==> config.mk <==
export PLATFORM = sky130hd
export DESIGN_NAME = pc_gen
export DESIGN_NICKNAME = d
export VERILOG_FILES = /design/src/rtl/pc_gen.sv
export SDC_FILE = /design/constraint.sdc
export NUM_CORES = 1
export LEC_CHECK = 0
export CORE_MARGIN = 3
export CORE_UTILIZATION = 43
export DETAILED_ROUTE_END_ITERATION = 7
export GPL_TIMING_DRIVEN = 1
export PLACE_DENSITY = 0.79
export SYNTH_ARGS = -nofsm -noshare
export SYNTH_HDL_FRONTEND = slang
export SYNTH_SLANG_ARGS = --single-unit
==> constraint.sdc <==
create_clock -name clk -period 3.52 [get_ports clk]
set_input_delay 0.352 -clock clk [delete_from_list [all_inputs] [get_ports clk]]
set_output_delay 0.352 -clock clk [all_outputs]
set_load 0.01 [all_outputs]
==> src/rtl/pc_gen.sv <==
// pc_gen: fetch-stage program counter generator.
// Holds the fetch PC and resolves the next PC from decode-stage branch and
// jump information. Targets are relative to d_pc+4 because of the delay slot.
// Redirects that arrive while fetch is stalled are held in a one-entry buffer.
// Exception entry and ERET redirects override the stall.
// Ports:
//   clk, reset                 clock and synchronous active-low reset
//   stall                      fetch hold; decode keeps advancing
//   npc_op, br_type            next-PC operation and branch condition select
//   d_pc, imm                  decode PC and instr[25:0]
//   rs_val, rt_val             forwarded operands for conditions / jr
//   exc_req, eret_req, epc     exception entry and return controls
//   pc, pend_valid, pc_misalign  registered state
//   pc_plus4, link_addr, redirect_taken  combinational helpers
// WIDTH must be >= 32.
module pc_gen #(
   parameter int unsigned      WIDTH    = 32,
   parameter logic [WIDTH-1:0] RESET_PC = WIDTH'(32'h0000_3000),
   parameter logic [WIDTH-1:0] EXC_VEC  = WIDTH'(32'h0000_4180)
) (
   input  logic             clk,
   input  logic             reset,
   input  logic             stall,
   input  logic [2:0]       npc_op,
   input  logic [2:0]       br_type,
   input  logic [WIDTH-1:0] d_pc,
   input  logic [25:0]      imm,
   input  logic [WIDTH-1:0] rs_val,
   input  logic [WIDTH-1:0] rt_val,
   input  logic             exc_req,
   input  logic             eret_req,
   input  logic [WIDTH-1:0] epc,
   output logic [WIDTH-1:0] pc,
   output logic [WIDTH-1:0] pc_plus4,
   output logic [WIDTH-1:0] link_addr,
   output logic             redirect_taken,
   output logic             pend_valid,
   output logic             pc_misalign
);

   localparam logic [2:0] OP_BRANCH = 3'b001;
   localparam logic [2:0] OP_JUMP   = 3'b010;
   localparam logic [2:0] OP_JR     = 3'b011;

   localparam logic [2:0] BR_BEQ  = 3'b000;
   localparam logic [2:0] BR_BNE  = 3'b001;
   localparam logic [2:0] BR_BLEZ = 3'b010;
   localparam logic [2:0] BR_BGTZ = 3'b011;
   localparam logic [2:0] BR_BLTZ = 3'b100;
   localparam logic [2:0] BR_BGEZ = 3'b101;

   logic [WIDTH-1:0] pc_q, pc_d;
   logic [WIDTH-1:0] pend_target_q, pend_target_d;
   logic             pend_valid_q, pend_valid_d;
   logic             pc_misalign_q, pc_misalign_d;

   logic [WIDTH-1:0] d_pc_plus4;
   logic [WIDTH-1:0] br_offset;
   logic [WIDTH-1:0] br_target;
   logic [WIDTH-1:0] j_target;
   logic [WIDTH-1:0] redirect_target;
   logic             br_cond;
   logic             rs_zero;
   logic             rs_neg;

   // Address arithmetic shared by branch, jump and link
   assign d_pc_plus4 = d_pc + WIDTH'(4);
   assign br_offset  = {{(WIDTH-18){imm[15]}}, imm[15:0], 2'b00};
   assign br_target  = d_pc_plus4 + br_offset;
   assign j_target   = {d_pc_plus4[WIDTH-1:28], imm, 2'b00};
   assign pc_plus4   = pc_q + WIDTH'(4);
   assign link_addr  = d_pc + WIDTH'(8);

   // Signed compare-against-zero reduces to sign bit and zero detect
   assign rs_zero = (rs_val == '0);
   assign rs_neg  = rs_val[WIDTH-1];

   // Branch condition evaluation
   always_comb begin
      br_cond = 1'b0;
      case (br_type)
         BR_BEQ:  br_cond = (rs_val == rt_val);
         BR_BNE:  br_cond = (rs_val != rt_val);
         BR_BLEZ: br_cond = rs_neg | rs_zero;
         BR_BGTZ: br_cond = ~rs_neg & ~rs_zero;
         BR_BLTZ: br_cond = rs_neg;
         BR_BGEZ: br_cond = ~rs_neg;
         default: br_cond = 1'b0;
      endcase
   end

   // Redirect decision and target select
   always_comb begin
      redirect_taken  = 1'b0;
      redirect_target = pc_plus4;
      case (npc_op)
         OP_BRANCH: begin
            redirect_taken  = br_cond;
            redirect_target = br_target;
         end
         OP_JUMP: begin
            redirect_taken  = 1'b1;
            redirect_target = j_target;
         end
         OP_JR: begin
            redirect_taken  = 1'b1;
            redirect_target = rs_val;
         end
         default: begin
            redirect_taken  = 1'b0;
            redirect_target = pc_plus4;
         end
      endcase
   end

   // Next-state priority: exception, eret, stall, pending, redirect, sequential
   always_comb begin
      pc_d          = pc_plus4;
      pend_valid_d  = pend_valid_q;
      pend_target_d = pend_target_q;
      if (exc_req) begin
         pc_d         = EXC_VEC;
         pend_valid_d = 1'b0;
      end else if (eret_req) begin
         pc_d         = epc;
         pend_valid_d = 1'b0;
      end else if (stall) begin
         pc_d = pc_q;
         // First redirect captured during a stall wins
         if (redirect_taken && !pend_valid_q) begin
            pend_valid_d  = 1'b1;
            pend_target_d = redirect_target;
         end
      end else if (pend_valid_q) begin
         pc_d         = pend_target_q;
         pend_valid_d = 1'b0;
      end else if (redirect_taken) begin
         pc_d = redirect_target;
      end
      pc_misalign_d = (pc_d[1:0] != 2'b00);
   end

   // State register with synchronous active-low reset
   always_ff @(posedge clk) begin
      if (!reset) begin
         pc_q          <= RESET_PC;
         pend_valid_q  <= 1'b0;
         pend_target_q <= '0;
         pc_misalign_q <= 1'b0;
      end else begin
         pc_q          <= pc_d;
         pend_valid_q  <= pend_valid_d;
         pend_target_q <= pend_target_d;
         pc_misalign_q <= pc_misalign_d;
      end
   end

   assign pc          = pc_q;
   assign pend_valid  = pend_valid_q;
   assign pc_misalign = pc_misalign_q;

endmodule
-- Yosys cells after proc, flatten, opt, wreduce, memory -nomap -nowiden
Index checks and enable logic that the tools add are counted.
- add/sub/neg operators: 4
- equality and inequality tests: 12
- multiplexer cells: 8
- bitwise logic cells: 8
- reductions and logical operators: 9
- operator list (cell ; count):
    32-bit two-way mux ; 4
    32-bit case mux with 3 select lines ; 1
    32-bit by 3-bit adder with 32-bit output (second input constant) ; 2
    32-bit adder ; 1
    32-bit by 4-bit adder with 32-bit output (second input constant) ; 1
    32-bit == test ; 1
    32-bit logical NOT ; 1
    32-bit != test ; 1
    15-bit two-way mux ; 1
    3-bit by 2-bit == test with 1-bit output (second input constant) ; 4
    3-bit by 1-bit == test with 1-bit output (second input constant) ; 2
    3-bit == test (second input constant) ; 2
    1-bit NOT ; 6
    1-bit case mux with 6 select lines ; 1
    4-bit AND reduction ; 1
    2-bit OR reduction ; 2
    4-bit OR reduction ; 1
    3-bit logical NOT ; 1
    3-bit by 1-bit != test with 1-bit output (second input constant) ; 1
    2-bit by 1-bit != test with 1-bit output (second input constant) ; 1
    1-bit case mux with 2 select lines ; 1
    2-bit nonzero test ; 1
    1-bit AND ; 1
    1-bit logical AND ; 1
    other kinds (2) ; 2
- bits in registers: 66
- input bits: 165
- output and inout port bits: 99
- word-level logic and storage cells: 47

-- Depth between registers and ports, before layout
Gate-level depths: netlist of the first run.
- depth in word-level cells: 11
- mapped depth: 19

-- Worst setup path before layout of the first run
OpenSTA, ideal clock, no wires.
- kind: input-to-reg
- from: input d_pc[3]
- to: register pc_q[31], in the netlist pc[31]
- arrival: 3557 ps
- data required time: 3433 ps
- slack: -124 ps
- stages on the path: 17
- cells stage by stage: ha_1 -> nand3_1 -> nor3_1 -> nand2_1 -> nor4_1 -> nand2_1 -> xnor2_1 -> ha_1 -> and3_1 -> nand2_1 -> or4_1 -> a21oi_1 -> o311ai_0 -> nand2_1 -> xor2_1 -> a22oi_1 -> o31ai_1
- longest elaborated chain between the ends: 7
- ends and longest elaborated chain (element ; RTL line ; RTL):
    start, declared ; 26 ; input logic [WIDTH-1:0] d_pc,
    32-bit by 3-bit adder with 32-bit output (*) ; 67 ; assign d_pc_plus4 = d_pc + WIDTH'(4);
    32-bit adder ; 69 ; assign br_target = d_pc_plus4 + br_offset;
    32-bit case mux with 3 select lines (*) ; 96 ; case (npc_op)
    32-bit two-way mux (*) ; 137 ; end else if (redirect_taken) begin
    32-bit two-way mux (*) ; 134 ; end else if (pend_valid_q) begin
    32-bit two-way mux (*) ; 127 ; end else if (stall) begin
    32-bit two-way mux (*) ; 124 ; end else if (eret_req) begin
    end signal, assigned ; 151 ; pc_q <= pc_d;
    end, declared ; 52 ; logic [WIDTH-1:0] pc_q, pc_d;
Mark *: on every way between the ends. The rest lies on a longest branch, timed or not. The select of a mux whose other input is x is not followed.
A chain may end at the register's enable or synchronous reset.

-- Final worst setup path of the first run
- from: register pc_q[9], in the netlist pc[9]
- to: output pc_plus4[20]
- longest elaborated chain between the ends: 1
- ends and longest elaborated chain (element ; RTL line ; RTL):
    32-bit by 3-bit adder with 32-bit output ; 71 ; assign pc_plus4 = pc_q + WIDTH'(4);
    end, declared ; 34 ; output logic [WIDTH-1:0] pc_plus4,
Every way passes these cells.

==> results of run 1 <==
final cells by class:
class / count / share of cell area (%)
clock inverters: 2 / 0.0767
flip-flops and latches: 66 / 10.1
inverters: 34 / 0.979
multi-input cells: 900 / 49.5
well taps: 225 / 2.16
repair buffers: 518 / 35.0
clock buffers: 14 / 2.10
kinds of logic (layout without fill, tap and decap cells):
family | Yosys count | count (layout)
compound gates | 263 | 263
buf+inv | 96 | 568
mux | 52 | 52
simple gates | 405 | 405
fa+ha+maj | 41 | 41
flops | 66 | 66
xor+xnor | 139 | 139
flip-flops by register name (all words and copies together) (netlist names):
| signal | cells |
|---|---|
| pc | 32 |
| pc_misalign | 1 |
| pend_target_q | 32 |
| pend_valid | 1 |
power groups by stage:
| stage | Combinational, mW | Clock [mW] | Sequential, mW |
|---|---|---|---|
| floorplan | 0.627 | 0 | 0.825 |
| global placement | 1.40 | 0 | 0.825 |
| detailed placement | 1.41 | 0 | 0.826 |
| CTS | 1.47 | 0.859 | 0.811 |
| global route | 1.64 | 0.885 | 0.815 |
| finish | 1.55 | 0.860 | 0.813 |
placed cells by master, fill, tap and decap left out, drive strengths merged, types with 9 or more instances in the layout:
cell type and n:
nand3 29, o211ai 10, o221ai 10, nor2 115, o21ai 58, nor2b 11
nand2 93, a21oi 63, dlymetal6s2s 11, ha 40, nand4 28, buf 259
xnor2 60, a21o 16, inv 33, xor2 79, a31oi 10, a222oi 17
mux2i 49, clkdlybuf4s50 238, a211oi 19, and2 9, dfxtp 66, nand2b 10
nor3 38, clkbuf 20, and3 14, nor4 24
metrics by stage:
step / hold WS (ns) / setup slack, ns / TNS (ns) / utilization (%) / total power [mW]
2_1_floorplan: 0.432 / 0.0192 / 0 / - / 1.45
6_report: 0.458 / 0.00987 / 0 / 74.9 / 3.22
3_5_place_dp: 0.449 / -0.886 / -26.61 / 69.5 / 2.24
3_3_place_gp: 0.443 / -0.712 / -21.35 / 69.5 / 2.22
5_1_grt: 0.472 / -0.0590 / -0.391 / 74.9 / 3.34
4_1_cts: 0.456 / 0.00746 / 0 / 73.1 / 3.14
synth_stat cells, drive strengths merged (10+ instances only):
cell type,n
nor4,24
and3,14
nand4,28
xor2,79
o21ai,58
nor3,38
xnor2,60
a211oi,19
buf,17
o221ai,10
a222oi,17
nand2,93
ha,40
o211ai,10
a21oi,63
nand2b,10
nand3,29
a31oi,10
nor2,115
nor2b,11
dfxtp,66
clkbuf,45
mux2i,49
inv,33
a21o,16
worst max-delay path, cell delays in order (launching register included):
cell	delay (ns)
dfxtp_1	0.47
nand4_1	0.21
or2_2	0.38
nor3_2	0.29
buf_4	0.22
nand3_1	0.10
xnor2_1	0.49
clkdlybuf4s50_1	0.65
worst paths after layout:
check                    start           endpoint  slack [ns]  cells after the start
max                      pc[9]       pc_plus4[20]        0.01                      7
min          pend_target_q[25]  pend_target_q[25]        0.46                      2
max reg2reg              pc[4]             pc[27]        0.61                     10
min reg2reg  pend_target_q[25]  pend_target_q[25]        0.46                      2
repair_timing:
item | 4_1_cts | 5_1_grt
pin swaps | 32 | 44
gates cloned | 0 | 0
endpoints found under the setup margin | 40 | 49
buffers inserted | 14 | 15
resized for setup | 70 | 76
routing by layer:
| metal | wire length, um | share of wire, % | track usage (%) | vias up |
|---|---|---|---|---|
| met4 | 1830 | 4.9 | 15.3 | 0 |
| met3 | 3820 | 10 | 6.01 | 129 |
| met2 | 17300 | 46 | 58.6 | 789 |
| met1 | 14300 | 38 | 44.8 | 4901 |
| met5 | 0 | 0 | 0 | - |
| li1 | - | - | - | 4819 |
==> results.txt, run 1 <==
- Status: finished with violations
- The final reports fail on DRC.
* DIE WIDTH: 140 um
* Std-Cell Rows: 48
* Critical path capture point type: output port
- By area, the combinational part of the netlist is dominated by simple AND/OR/NAND/NOR gates.
- The number of hold buffers added after CTS was 0.
- Flip-flop cell with the highest count after synthesis: dfxtp_1
- TritonCTS Sinks: 66
* Switching component of the power: 1.13 mW
* Maximum VDD drop: roughly 0.23 mV
* Effective utilization at floorplan: roughly 44%
- The analysis attributes to cell leakage a power of ~5.6 nW.
* Remaining DRCs: 2
* Net count, final: 1,735
* Post-placement cell area: 12,100 um^2
- Floorplan Core Area: between 15,000 and 20,000 um^2
- Area share of the largest cell type after synthesis: roughly 17%
- Between clock sinks in the finished design, the worst skew comes to 0.00443 ns.
* Maximum fanout encountered on the critical timing path: 7
* CP Launch Type: register
* Endpoint arrival time on the critical path: 3.16 ns
- Final antenna-violating net count: 0
- Tmin final: 3.51 ns
- Via count of the first global-routing pass: 10.1k
- Maximum clock rate: 0.285 GHz
- The later pin in the worst-skew pair is clocked with a latency of roughly 0.34 ns.
* Count of cell types in the netlist: 67
- Setup repair after global routing could not meet its margin everywhere.
* # placed instances: approximately 1.7k
* Post-synthesis register bit count: 66
- Clock slew seen by the registers of the worst setup and hold paths: around 0.050 ns
- Worst relative slew slack: 33.0%
- Final routed wire length divided by cell count: 21.2 um
- Vert. Die Dim: 140 um
* Mapped Cells: about 1.1k
* Net count of the mapped netlist: 1,268
- The synthesized design spends more area on one cell type than any other, namely dfxtp_1.
* Layout Cell Area excl Fill: 13,000 um^2
- The synthesized netlist devotes 23.0% of its cell area to compound gates.
- Fillcell total: 1,300
- Synthesis-to-finish area growth: 68.8%
* CTS tree: done
* Pwr/cell area: 247 nW/um^2
- Total via count after detailed routing: 10.6k
- Storage element area: 1320 um^2
- Total Wirelength: 37,200 um
* Longest Clk Path Bufs: 2
- Via density per instance: slightly above 6
- For this run the aggregate overflow at the end of global routing stands at 0.
* Worst EP required: 3.17 ns
- Antenna Diode Count: 0
- Entering global routing, the biggest net connects 34 pins.
- Power share of the clock group: 26.7%
- Counting flops with a built-in enable in the synthesized netlist gives 0.
- Internal power of the cells: 2.09 mW
- Simple logic cell fraction of the synthesized area: 25.5%
- The first global-routing pass estimated 55,800 um of wire.
* Antenna violations before repair: 0
- Global routing used 35.2% of the available tracks.
* Port Buf Inserts: 263
- In this run the worst hold path is classified as register to register.
- Mux contribution to synthesized area: 6.78%
- The first detailed-routing pass took 8 iterations.
- Cells with a size suffix above 1 make up between 20% and 30% of the layout.
* Period utilisation layout: 99.7%
- In the synthesized netlist the async set-or-reset flop fraction comes to 0%.
- For this run, the number of Yosys warnings is 0.
- Multi-input gate area: 6460 um^2
- Detailed placement finished with a half-perimeter wire length of about 29,000 um.
- Number of buffers added by the clock tree synthesis step: 9
- After synthesis the cells add up to 7730 um^2.
* Final estimated routing congestion in global placement: 1.02
- Arithmetic-cell share of the synthesized area counting full adders, half adders and majority gates: about 6.7%
* Xor and xnor area share after synthesis: 15.8%
* Top area cells in the synthesized netlist: dfxtp_1 (17%), xor2_1 (9.0%), xnor2_1 (6.8%)
* Average footprint of a synthesized cell: 7.28 um^2
* Sequential share of the synthesized area: 17.1%
- In this run, flip-flops and latches consume 25.2% of the power.
- The finished layout holds 1,759 standard cells, fillers aside.
- At the pin with the least slew margin, the transition time is 1.00 ns.
* Count of final max-slew check failures: 0
- The critical path in this run is classified as register to output port.
- Die area: between 15,000 and 20,000 um^2
* Top-level port count: 264
* Power share of the combinational group: 48.1%
- Endpoints failing hold: 0
- After the first detailed-routing iteration, the DRC count stood at 1,375.
- The tool flagged a number of max-cap violations equal to 0.
- CTS H-tree depth: 3
- Setup violations remaining at the end of the flow were counted as 0.
* CTS Root Cell: clkbuf_16
- In this run switching power makes up 35.1% of total power.
(Power assumes the default switching activity.)
==> run 2, diff against run 1 <==
--- a/config.mk
+++ b/config.mk
@@ -6,10 +6,10 @@
 export NUM_CORES = 1
 export LEC_CHECK = 0
 export CORE_MARGIN = 3
-export CORE_UTILIZATION = 43
+export CORE_UTILIZATION = 42
 export DETAILED_ROUTE_END_ITERATION = 7
 export GPL_TIMING_DRIVEN = 1
-export PLACE_DENSITY = 0.79
+export PLACE_DENSITY = 0.78
 export SYNTH_ARGS = -nofsm -noshare
 export SYNTH_HDL_FRONTEND = slang
 export SYNTH_SLANG_ARGS = --single-unit
==> run 2 against run 1 <==
Net effect: the flow now finishes without violations; hold slack worse by 0.0017 ns; die area rose by 2.3%; sequential power about the same; first-iteration DRC count fell by 25%; final cell count decreased by 0.28%; fmax increased by 1.2%; global-route usage fell by 0.64 points.
==> results.txt, run 2 (same netlist as run 1, synthesis figures left out) <==
* CTS H-tree depth: 3
* Capturing instance or port of the critical path: redirect_taken
- The post-route netlist has 24.0% of its cells at a drive strength greater than 1.
* Layout Cell Area excl Fill: 13,100 um^2
- In the layout the commonest cells are buf_4 (246), clkdlybuf4s50_1 (240), nor2_1 (108).
- All-Layer GR Usage: 34.6%
* Share of the core filled with cells: 74.1%
* Total via count after detailed routing: 10.3k
- Global-route wire length before repair: around 55,000 um
* Endpoints failing hold: 0
- In this run the tightest slew margin relative to its limit is 49.6%.
- The worst hold path passes through 2 cells.
- For this design the top-level I/O count stands at approximately 260.
- For this configuration, the core starts out at a cell density of 43.8%.
* CTS Root Cell: clkbuf_16
* Final estimated routing congestion in global placement: 1.00
* Antenna violations before repair: 0
- Cells along the critical path: clkdlybuf4s50_1 > nor4_2 > buf_4 > nand4_1 > o41a_1 > and4_1 > a311oi_4 > buf_4 > inv_2 > clkdlybuf4s50_1
- VDD sags by at most 0.400 mV.
* Period utilisation layout: a little over nine tenths
- After clock tree synthesis, the flow added hold-fix buffers numbering 0.
- Tmin final: approximately 3.5 ns
* Endpoint arrival time on the critical path: ~3.1 ns
- Setup violations remaining at the end of the flow were counted as 0.
- The core region is 17,700 um^2.
- Using the TritonRoute via totals, the vias-per-cell ratio works out to 5.85.
* Worst setup path startpoint: rs_val[17]
* CTS tree: done
- The worst setup path is launched from an input port.
- The net count of the finished layout is 1,730.
- Maximum number of pins on one net before global-route repair: 34
* Longest Clk Path Bufs: 2
- The HPWL after detailed placement is ~29,000 um.
- The worst register-to-register path begins at pc[6].
- Input and output buffers added on the ports amount to 263.
- Remaining DRCs: 0
- The later pin in the worst-skew pair is clocked with a latency of 0.34 ns.
- In this run the critical register-to-register path is captured at pc[21].
- Commonest non-fill, non-tap cell in the layout: buf_4
- Slew at the pin closest to its max-slew limit: 0.753 ns
- Reg2Reg Depth: 9
- After detailed routing, the total wire length is between 30,000 and 40,000 um.
- Initial drt markers: ~1.0k
- Dividing total power by cell area gives a power density of 259 nW/um^2.
* Reg-to-reg setup timing slack: 0.58 ns
- The setup path with the least slack is of type input port to output port.
- In this run the static leakage power is about 5.6 nW.
- In the final routed layout, each cell accounts on average for 21.0 um.
- DIE WIDTH: about 140 um
* Critical path capture point type: output port
- Maximum clock rate: ~0.29 GHz
* Final antenna-violating net count: 0
* Worst Hold Class: register to register
* Multi-input gate area: 6490 um^2
- Via count of the first global-routing pass: 9,794
* Std-Cell Rows: 48
- Data on the critical path is required at its endpoint by roughly 3.2 ns.
- Across the routed clock network, the largest skew measured is 0.00784 ns.
- Counting every sink on the clock net gives between 60 and 70.
- The floorplan step set the die height to 142 um.
- Clock tree synthesis inserted a total of 9 buffers.
- Clock-pin slew was measured on the worst setup and hold paths at 0.05 ns.
- The count of pins over their slew limit came to 0.
- In this run the worst path has a maximum fanout of 2.
- Number of maximum-capacitance constraint violations: 0
- Post-placement cell area: 12,100 um^2
- Worst path max stage delay: 0.48 ns
* Antenna Diode Count: 0
- The run finished with clean final reports.
* Standard cell with the maximum stage delay on the critical path: clkdlybuf4s50_1
* Number of detailed-route iterations in the first pass: 5
- Die area: around 20,000 um^2
- Storage element area: 1320 um^2
- Summed over all layers, the global routing overflow is 0.
- Synthesis-to-finish area growth: 69.3%
- The layout has 1,364 filler cells.
run 2: cell count changes in the layout (fill, tap and decap cells not counted), sizes merged:
cell	previous run	this run
buf	259	252
bufinv	0	2
clkbuf	20	17
clkdlybuf4s50	238	240
clkinv	3	2
clkinvlp	0	1
dlygate4sd2	1	3
dlymetal6s2s	11	10
run 2: area by class of cell:
cell class | count | share of cell area [%]
Clock buffer | 12 | 2.04
Clock inverter | 4 | 0.555
Timing Repair Buffer | 513 | 34.6
Tap cell | 225 | 2.15
Inverter | 34 | 0.975
Sequential cell | 66 | 10.1
Multi-Input combinational cell | 900 | 49.6
run 2: per-layer routing:
metal	part of all wire (%)	vias to the layer above	track usage [%]
met5	0	-	0
met4	4.0	0	11.6
met3	9.7	79	6.07
met2	46	619	56.0
met1	41	4760	46.5
li1	-	4800	-
run 2: worst max-delay path, delay by kind of cell:
kind | cells | cell delay [ns]
AO/OA/AOI/OAI | 2 | 0.63
buffers and inverters | 5 | 1.35
AND/OR/NAND/NOR | 3 | 0.77
run 2: through the flow:
step	TNS, ns	cells	hold WS [ns]	setup slack [ns]	total power [mW]
floorplan	0	1062	0.432	0.0192	1.45
global placement	-24.15	1720	0.444	-0.719	2.26
detailed placement	-28.15	1720	0.447	-0.897	2.26
CTS	-0.00993	1748	0.455	-0.00993	3.30
global route	-0.188	1754	0.479	-0.0608	3.51
finish	0	1754	0.456	0.0516	3.38
run 2: worst min path at each step:
stage / from / to / slack [ns]
2_1_floorplan: pend_target_q[3] / pend_target_q[3] / 0.43
3_3_place_gp: pend_target_q[3] / pend_target_q[3] / 0.44
3_5_place_dp: pend_target_q[25] / pend_target_q[25] / 0.45
4_1_cts: pend_target_q[25] / pend_target_q[25] / 0.45
5_1_grt: pend_target_q[4] / pend_target_q[4] / 0.48
6_report: pend_target_q[25] / pend_target_q[25] / 0.46
run 2: timing repair:
item / 4_1_cts / 5_1_grt
resized for setup: 49 / 90
gates cloned: 0 / 0
setup buffers: 12 / 6
setup endpoints to repair: 40 / 57
pin swaps: 31 / 43
run 2: report_power, final:
| group | switching [mW] | leakage (nW) | total [mW] | internal [mW] |
|---|---|---|---|---|
| logic | 0.767 | 4.87 | 1.55 | 0.788 |
| clock network | 0.339 | 0.165 | 1.02 | 0.677 |
| registers | 0.0367 | 0.538 | 0.813 | 0.776 |
==> run 3, diff against run 2 <==
--- a/config.mk
+++ b/config.mk
@@ -8,6 +8,7 @@
 export CORE_MARGIN = 3
 export CORE_UTILIZATION = 42
 export DETAILED_ROUTE_END_ITERATION = 7
+export GPL_ROUTABILITY_DRIVEN = 0
 export GPL_TIMING_DRIVEN = 1
 export PLACE_DENSITY = 0.78
 export SYNTH_ARGS = -nofsm -noshare
==> run 3 against run 2 <==
Net effect: cell area fell by 1.4%; critical endpoint is now pc_plus4[27]; fmax rose by 1.8%; the run now ends with DRC left; die area did not move; clock skew fell by 0.0016 ns; critical path depth fell by 2; count of clock-buffer cells in the layout rose by 1; combinational power barely moved.
==> results.txt, run 3 (same netlist as run 1, synthesis figures left out) <==
* Share of the core filled with cells: 73.1%
- TritonCTS built the clock tree.
* TritonCTS Sinks: 66
- Maximum fanout encountered on the critical timing path: 8
- CP Launch Type: register
* Layout Cell Area excl Fill: 12,900 um^2
* Floorplan Core Area: 17,700 um^2
- Maximum number of pins on one net before global-route repair: 27
* Total Wirelength: 37,000 um
* Endpoints failing hold: 0
- The net count of the finished layout is ~1.7k.
* Vert. Die Dim: 142 um
* Clock slew seen by the registers of the worst setup and hold paths: 0.05 ns
- DIE WIDTH: 142 um
- After the first detailed-routing iteration, the DRC count stood at 1,386.
- The count of buffers added on input and output ports is 263.
- Post-detailed-placement half-perimeter wirelength: between 20,000 and 30,000 um
- Top-level port count: 264
- Reported leakage power: 5.48 nW
- The detail route stage leaves a number of antenna-violating nets equal to 0.
- The count of pins over their slew limit came to 0.
- The placed instances occupy a cell area of 12,100 um^2.
- For this run, the top clock speed supported by timing is 0.294 GHz.
- The later pin in the worst-skew pair is clocked with a latency of 0.34 ns.
- Standard cell with the maximum stage delay on the critical path: dfxtp_1
- Summed over all layers, the global routing overflow is 0.
- Via count of the first global-routing pass: 10.1k
- In this run the clock root is driven by a clkbuf_16.
- In this run the most critical hold path is launched from pend_target_q[4].
* Number of detailed-route iterations in the first pass: 8
- The die covers about 20,000 um^2.
* Worst hold slack across all endpoints: around 0.47 ns
* Status: finished with violations
- For this configuration, the core starts out at a cell density of 43.8%.
- Across the run, the number of max-cap violations was 0.
- Data arrives at the worst endpoint at ~3.1 ns.
- In this run the number of H-tree levels came out at 3.
- In the layout the commonest cells are clkdlybuf4s50_1 (237), buf_4 (236), nor2_1 (107).
- Hold repair after CTS inserted 0 buffers.
- The startpoint identified for the worst register-to-register timing path is pc[4].
- For this run, the slowest stage of the critical path takes 0.48 ns.
- Via density per instance: roughly 6
- Final routed wire length divided by cell count: 21.2 um
* Cells along the critical path: and4_1 > nand4_1 > nor4_1 > buf_4 > nand2_1 > xor2_2 > inv_1 > clkdlybuf4s50_1
* Global-route wire length before repair: about 55,000 um
* Maximum VDD drop: 0.304 mV
- Total via count after detailed routing: between 10k and 15k
- At the pin with the least slew margin, the transition time is 0.888 ns.
- Finish-stage setup viols: 0
- Global routing used 34.1% of the available tracks across all layers.
* Synthesis-to-finish area growth: 67.0%
* Sum of negative setup slack: 0 ns
- Antenna violations before repair: 0
* Std-Cell Rows: 48
- Tracing the worst setup path back leads to its startpoint at pc[4].
- The library cell used most frequently in the layout, excluding fill and tap cells, is clkdlybuf4s50_1.
- Antenna Diode Count: 0
* Critical path capture point type: output port
* Worst Hold Class: register to register
* Pwr/cell area: 247 nW/um^2
- Tmin final: 3.41 ns
- Clock tree synthesis inserted a total of 9 buffers.
- Worst clock skew: 0.00619 ns
* Worst EP required: 3.17 ns
* Failing checks: DRC
- Period utilisation layout: 96.8%
- Of the cells placed in the final design, the portion with a size suffix greater than 1 is 23.6%.
- Remaining DRCs: 6
- In this run the tightest slew margin relative to its limit is 40.6%.
- The critical path is of the register to output port type.
* Longest Clk Path Bufs: 2
run 3: critical path, delay by kind of cell (launching register included):
kind          cells  cell delay [ns]
simple gates      4             1.13
buf+inv           3             0.77
flops             1             0.48
xor+xnor          1             0.33
run 3: layer usage:
layer	wire (um)	track usage, %	vias up
li1	-	-	4781
met1	13900	43.6	4825
met2	16400	54.8	847
met3	4440	7.52	162
met4	2220	15.9	0
met5	0	0	-
run 3: worst paths after layout:
| path | slack [ns] | to | cells after the start |
|---|---|---|---|
| setup / recovery | 0.11 | pc_plus4[27] | 8 |
| hold / removal | 0.47 | pend_target_q[4] | 2 |
| setup reg to reg | 0.44 | pc[27] | 11 |
| hold reg to reg | 0.47 | pend_target_q[4] | 2 |
run 3: through the flow:
step / power (mW) / setup WS, ns / instances
3_3_place_gp: 2.23 / -0.653 / 1715
5_1_grt: 3.30 / -0.0245 / 1744
4_1_cts: 3.09 / 0.0000200 / 1736
2_1_floorplan: 1.45 / 0.0192 / 1062
3_5_place_dp: 2.25 / -0.767 / 1715
6_report: 3.19 / 0.114 / 1744
run 3: timing repair:
| action | in CTS | in global routing |
|---|---|---|
| pin swaps | 28 | 47 |
| endpoints found under the setup margin | 40 | 43 |
| setup buffers | 5 | 8 |
| gates resized for setup | 54 | 90 |
| hold endpoints to repair | 0 | 0 |
run 3: area by class of cell:
class                   count  area (um^2)
clock inverters             3         15.0
fillers                  1364         4750
clock buffers              13          250
flip-flops and latches     66         1320
repair buffers            503         4440
inverters                  34          128
multi-input cells         900         6470
well taps                 225          282
run 3: report_power, final:
part           total, mW  switching (mW)  internal, mW
sequential         0.812          0.0361         0.776
combinational       1.55           0.775         0.778
clock              0.821           0.328         0.492
